File: src/rtl/cpu_pkg.sv
// Shared CPU datapath definitions: flag load sources and
// interrupt synchronizer defaults.
package cpu_pkg;

    localparam logic FLG_SRC_ALU  = 1'b0;
    localparam logic FLG_SRC_SHAD = 1'b1;

    localparam int SYNC_STAGES_DEF = 2;

    typedef struct packed {
        logic c;
        logic z;
        logic i;
    } flags_t;

    // Keeps the synchronizer depth inside its usable range.
    function automatic int clamp_sync(input int n);
        if (n < 2) return 2;
        if (n > 4) return 4;
        return n;
    endfunction

endpackage

File: src/rtl/intr_sync_edge.sv
// INTR synchronizer, rising-edge detector and pending latch
// cleared by the control unit's interrupt acknowledge.
module intr_sync_edge
    import cpu_pkg::*;
#(
    parameter int SYNC_STAGES = SYNC_STAGES_DEF
) (
    input  logic clk,
    input  logic rst,
    input  logic intr,
    input  logic ack,
    output logic pending,
    output logic edge_pulse
);

    localparam int N = clamp_sync(SYNC_STAGES);

    logic [N-1:0] sync_q, sync_d;
    logic         hist_q, hist_d;
    logic         pend_q, pend_d;

    always_comb begin
        sync_d     = {sync_q[N-2:0], intr};
        hist_d     = sync_q[N-1];
        edge_pulse = sync_q[N-1] & ~hist_q;
        // A fresh edge wins over ack so a back-to-back request is kept.
        pend_d     = edge_pulse | (pend_q & ~ack);
    end

    always_ff @(posedge clk or posedge rst) begin
        if (rst) begin
            sync_q <= '0;
            hist_q <= 1'b0;
            pend_q <= 1'b0;
        end else begin
            sync_q <= sync_d;
            hist_q <= hist_d;
            pend_q <= pend_d;
        end
    end

    assign pending = pend_q;

endmodule

File: src/rtl/flag_file.sv
// Architectural C/Z/I flags with shadow copies for interrupt
// entry/RETIE, plus the gated interrupt request to control.
module flag_file
    import cpu_pkg::*;
#(
    parameter int   SYNC_STAGES = SYNC_STAGES_DEF,
    parameter logic I_RESET_VAL = 1'b0
) (
    input  logic CLK,
    input  logic RST,
    input  logic C_IN,
    input  logic Z_IN,
    input  logic FLG_C_LD,
    input  logic FLG_Z_LD,
    input  logic FLG_C_SET,
    input  logic FLG_C_CLR,
    input  logic FLG_LD_SEL,
    input  logic FLG_SHAD_LD,
    input  logic I_SET,
    input  logic I_CLR,
    input  logic INTR,
    input  logic INT_ACK,
    output logic C_FLAG,
    output logic Z_FLAG,
    output logic I_FLAG,
    output logic SHAD_C,
    output logic SHAD_Z,
    output logic INT_OUT
);

    flags_t flg_q, flg_d;
    flags_t shad_q, shad_d;
    logic   src_c, src_z;
    logic   pending;
    logic   edge_pulse;
    logic   unused_sig;

    intr_sync_edge #(
        .SYNC_STAGES(SYNC_STAGES)
    ) u_intr (
        .clk       (CLK),
        .rst       (RST),
        .intr      (INTR),
        .ack       (INT_ACK),
        .pending   (pending),
        .edge_pulse(edge_pulse)
    );

    always_comb begin
        src_c = (FLG_LD_SEL == FLG_SRC_SHAD) ? shad_q.c : C_IN;
        src_z = (FLG_LD_SEL == FLG_SRC_SHAD) ? shad_q.z : Z_IN;

        flg_d  = flg_q;
        shad_d = shad_q;

        if (FLG_C_CLR)      flg_d.c = 1'b0;
        else if (FLG_C_SET) flg_d.c = 1'b1;
        else if (FLG_C_LD)  flg_d.c = src_c;

        if (FLG_Z_LD) flg_d.z = src_z;

        if (INT_ACK)    flg_d.i = 1'b0;
        else if (I_CLR) flg_d.i = 1'b0;
        else if (I_SET) flg_d.i = 1'b1;

        // Shadow takes pre-edge flags, so restore+save is a swap.
        if (FLG_SHAD_LD) shad_d = flg_q;
    end

    always_ff @(posedge CLK or posedge RST) begin
        if (RST) begin
            flg_q  <= '{c: 1'b0, z: 1'b0, i: I_RESET_VAL};
            shad_q <= '0;
        end else begin
            flg_q  <= flg_d;
            shad_q <= shad_d;
        end
    end

    assign C_FLAG  = flg_q.c;
    assign Z_FLAG  = flg_q.z;
    assign I_FLAG  = flg_q.i;
    assign SHAD_C  = shad_q.c;
    assign SHAD_Z  = shad_q.z;
    assign INT_OUT = pending & flg_q.i;

    // Shadow I and the raw edge pulse have no consumer here yet.
    assign unused_sig = shad_q.i ^ edge_pulse;

endmodule

File: config.mk
export PLATFORM = sky130hd
export DESIGN_NAME = flag_file
export DESIGN_NICKNAME = d
export VERILOG_FILES = /design/src/rtl/cpu_pkg.sv /design/src/rtl/intr_sync_edge.sv /design/src/rtl/flag_file.sv
export SDC_FILE = /design/constraint.sdc
export NUM_CORES = 1
export LEC_CHECK = 0
export BUFFER_PORTS_ARGS = -buffer_cell sky130_fd_sc_hd__buf_2
export CORE_AREA = 2 2 39 41
export CTS_BUF_LIST = sky130_fd_sc_hd__clkbuf_2
export DETAILED_ROUTE_END_ITERATION = 8
export DIE_AREA = 0 0 41 43
export HOLD_SLACK_MARGIN = 0.1
export PLACE_DENSITY_LB_ADDON = 0.12
export SLEW_MARGIN = 10
export SYNTH_ARGS = -nofsm -noshare
export SYNTH_HDL_FRONTEND = slang
export SYNTH_HIERARCHICAL = 1
export SYNTH_SLANG_ARGS = --single-unit
File: constraint.sdc
create_clock -name CLK -period 0.9 [get_ports CLK]
set_input_delay 0.225 -clock CLK [delete_from_list [all_inputs] [get_ports CLK]]
set_output_delay 0.225 -clock CLK [all_outputs]
set_load 0.01 [all_outputs]
# Yosys cells after proc, flatten, opt, wreduce, memory -nomap -nowiden
# Index checks and enable logic that the tools add are counted.
[op_classes]
n_bitwise = 6
muxes = 8
n_reduce_logical = 2
[op_table]
columns = ["op", "n"]
rows = [
  ["2-to-1 mux 1 bit", 8],
  ["nonzero test 3 bit", 2],
  ["bitwise AND 1 bit", 3],
  ["NOT 1 bit", 2],
  ["OR 1 bit", 1],
]
[totals]
out_inout_bits = 6
regBits = 9
in_bits = 14

# Logic depth before layout (Yosys ltp)
[depth]
depth_word = 4
ltp_mapped = 2
ltp_nobuf = 2

# Modules after synthesis
# The synthesis kept the hierarchy.
[modules_own_cells]
columns = ["module", "cells_each", "n_inst", "area_per_inst_um2"]
rows = [
  ["flag_file", 18, 1, 212.7],
  ["intr_sync_edge", 8, 1, 128.9],
]

# Least setup slack after synthesis
# Ideal clock, no wire load.
[synth_timing]
path_kind = "reg2reg"
start = "register shad_q, in the netlist SHAD_C"
end = "register flg_q, in the netlist C_FLAG"
t_required_ps = 801
arrival_ps = 700
stages_incl_launch_ff = 3
setup_time_ps = 99
setup_slack_ps = 101
synth_period_minus_slack_ps = 799
cell_sequence = "dfrtp_1 -> mux2i_1 -> a311oi_1"
[synth_via]
elab_chain_len = 4
[synth_rtl]
columns = ["item", "line", "text"]
rows = [
  ["from (decl)", "flag_file.sv:32", "flags_t shad_q, shad_d;"],
  ["from (signal assigned)", "flag_file.sv:73", "shad_q <= '0;"],
  ["from (signal assigned)", "flag_file.sv:76", "shad_q <= shad_d;"],
  ["2-to-1 mux 1 bit", "flag_file.sv:50", "src_c = (FLG_LD_SEL == FLG_SRC_SHAD) ? shad_q.c : C_IN;"],
  ["2-to-1 mux 1 bit", "flag_file.sv:58", "else if (FLG_C_LD) flg_d.c = src_c;"],
  ["2-to-1 mux 1 bit", "flag_file.sv:57", "else if (FLG_C_SET) flg_d.c = 1'b1;"],
  ["2-to-1 mux 1 bit", "flag_file.sv:56", "if (FLG_C_CLR) flg_d.c = 1'b0;"],
  ["to (signal assigned)", "flag_file.sv:72", "flg_q <= '{c: 1'b0, z: 1'b0, i: I_RESET_VAL};"],
  ["to (signal assigned)", "flag_file.sv:75", "flg_q <= flg_d;"],
  ["to (decl)", "flag_file.sv:31", "flags_t flg_q, flg_d;"],
]
# Every way passes these cells. The select of a mux whose other input is x is not followed.
# A chain may end at the register's enable or synchronous reset.

# Worst setup path after layout
[layout_timing]
start = "register flg_q, in the netlist I_FLAG"
end = "output INT_OUT"
[layout_via]
elab_chain_len = 1
[layout_rtl]
columns = ["item", "line", "text"]
rows = [
  ["bitwise AND 1 bit", "flag_file.sv:85", "assign INT_OUT = pending & flg_q.i;"],
  ["to (decl)", "flag_file.sv:28", "output logic INT_OUT"],
]
# Every way passes these cells.

==> flow_summary.toml <==
[die]
die_width_um = 41
rows = 14
core_region_area_um2 = 1380
start_util_pct = 24.7
fp.dieArea_um2 = 1760
io_pins = 20
die_y_um = 43

[timing]
relSlewSlack_pct = 85.7
fin_crit_sh_pct = 126
min_period_ps = 1130
tightest_slew_ps = 213
tns_ps = -727
finalHoldViolCount = 0
rsz0062_at_grt = "true"
fin_skew_ps = 0.145
drv_slew = 0
setup_ws_ps = -233
fmax_ghz = 0.883
finalSetupViolCount = 6

[drt]
drtIter0Drc = 6
via_per_inst = 4.10
drt_wl_total_um = 733
antenna_left = 0
vias = 291
drc = 0
post_drt_wl_per_cell_um = 10.3
dr.pass1.iters = 4

[synth]
synth_seq_cells = 9
synth_fa_ha_area_share_pct = 0
syn_avg_cell_area_um2 = 13.1
yosysWarnings = 6
synth_compound_area_share_pct = 6.23
ys_types = 11
syn-num-nets = 40
synthMuxAreaShare_pct = 12.5
netlist_instances = 26
synth_simple_gate_area_share_pct = 11.0
netlist_area_um2 = 342
synth_top_family_by_area = "multiplexers"
yosysSeqAreaShare_pct = 65.9
synth_xor_area_share_pct = 0

[global_routing]
grt_util_all_layers_pct = 10.6
grt_max_degree = 6
overflow = 0
grt_pass1_wl_um = 1160
antenna_found_initial = 0
first_global_vias = 301

[power]
irDropWorstVdd_mv = 0.509
leakagePower_nw = 0.300
power_density_nw_per_um2 = 1700

[finish]
antenna_cells = 0
layout.nets = 70
final_cells = 71
layout_common_cells = "buf_2 (19), dfrtp_1 (9), inv_1 (4), clkbuf_2 (4), buf_6 (3)"
drive_above_1_share_pct = 54.5
area_delta_synth_final_pct = 57.5
fill_cells = 146
final_area_um2 = 538
layout_commonest_cell = "buf_2"

[worst_setup_path]
cp_max_fo = 3
r2r_start = "Z_FLAG$_DFFE_PP0P_"
r2r_end = "SHAD_Z$_DFFE_PP0P_"
crit_required_ps = 670
critPathBufInv = 1
max_stage_delay_ps = 390
cp_slowest_cell = "dfrtp_1"
start_kind = "flop"
crit_path_end_kind = "primary output"
rr_worst_depth = 2
critPathArrivalTime_ps = 910
ff2ff_setup_slack_ps = 20
cp_top_family = "flip-flops"
critical_path_class = "flop to primary output"
crit_chain = "and2_1 -> buf_2"

[clock_network]
clkSinkCount = 9
htreeDepth = 1
cts.path.max_buffers = 2
cts_inserted_buffers = 3
clk_pin_slew_ps = 90
clock-root-buffer = "clkbuf_2"
worstSkewPairLatency_ps = 240
cts_tree = "done"

[job]
drv_cap = 0

[placed_design]
portBuffers = 19
dpl_cell_area_um2 = 457
place_ws_ps = 33.3
dp.cells = 61
dp_hpwl_um = 556
routabilityCongestion = 0.656

[hold_path]
hold-path-endpoint = "C_FLAG$_DFFE_PP0P_"
hold_path_class = "input port to flop"
hold_path_startpoint = "FLG_C_CLR"
hold_depth = 2

[outcome]
status = "finished, violations left"
violations = "negative setup slack"
## area by class of cell
class / count / area (µm²) / share of cell area (%)
sequential: 9 / 225 / 41.9
tap: 16 / 20.0 / 3.72
timing repair buffer: 25 / 156 / 29.1
inverter: 4 / 15.0 / 2.79
multi-input combinational: 13 / 101 / 18.8
clock buffer: 4 / 20.0 / 3.72
## worst max-delay path by stage
stage	cells past startpoint	endpoint	slack (ps)	start
CTS	2	INT_OUT	-250	I_FLAG$_DFFE_PP0P_
global route	2	INT_OUT	-310	I_FLAG$_DFFE_PP0P_
floorplan	2	C_FLAG$_DFFE_PP0P_	100	SHAD_C$_DFFE_PP0P_
finish	2	INT_OUT	-230	I_FLAG$_DFFE_PP0P_
global placement	2	INT_OUT	50	u_intr/pending$_DFF_PP0_
detailed placement	2	INT_OUT	30	I_FLAG$_DFFE_PP0P_
## state kept, by name (all words and copies together), names as in the netlist
signal	count
u_intr/hist_q	1
Z_FLAG	1
u_intr/pending	1
I_FLAG	1
u_intr/sync_q	2
SHAD_C	1
SHAD_Z	1
C_FLAG	1
## worst register-to-register path: cells and delay by family, from the launching register on
family | cells | cell delay (ps)
mux | 1 | 250
flops | 1 | 400
buf+inv | 1 | 120
## routing by layer
metal	GRT usage (%)	wire length, µm
met5	0	0
met1	10.3	272
met3	4.71	50
met2	15.3	410
met4	10.0	0
## Yosys cell counts
cell type	number	share of area [%]
a21o_1	1	2.2
a21oi_1	1	1.5
mux2i_1	2	5.9
a311oi_1	1	2.6
nor3_1	2	2.9
and2_1	1	1.8
dfrtp_1	9	66
mux2_2	2	6.6
nor2_1	2	2.2
nor2b_4	1	4.0
inv_1	4	4.4
## power by group
group	leakage (nW)	total [mW]	internal (mW)	switching, mW
clock	0.0166	0.253	0.118	0.135
combinational	0.176	0.194	0.119	0.0749
sequential	0.107	0.465	0.442	0.0229
## repair_timing
item,4_1_cts,5_1_grt
hold buffers,2,0
buffers inserted,3,1
gates resized for setup,0,3
endpoints found under the setup margin,6,9
endpoints found under the hold margin,10,0
pin swaps,0,1
## through the flow
step | util (%) | power, mW | hold WS, ps
2_1_floorplan | - | 0.535 | -8.92
3_3_place_gp | 33.0 | 0.600 | 114
3_5_place_dp | 33.0 | 0.608 | 123
4_1_cts | 37.5 | 0.902 | 108
5_1_grt | 38.9 | 0.988 | 109
6_report | 38.9 | 0.912 | 133
## logic make-up (layout without fill, tap and decap cells)
family / Yosys count / count (layout)
buffers and inverters: 4 / 33
AO/OA/AOI/OAI: 3 / 3
AND/OR/NAND/NOR: 6 / 6
flip-flops: 9 / 9
multiplexers: 4 / 4
No activity file was read; power rests on OpenSTA's default activity.
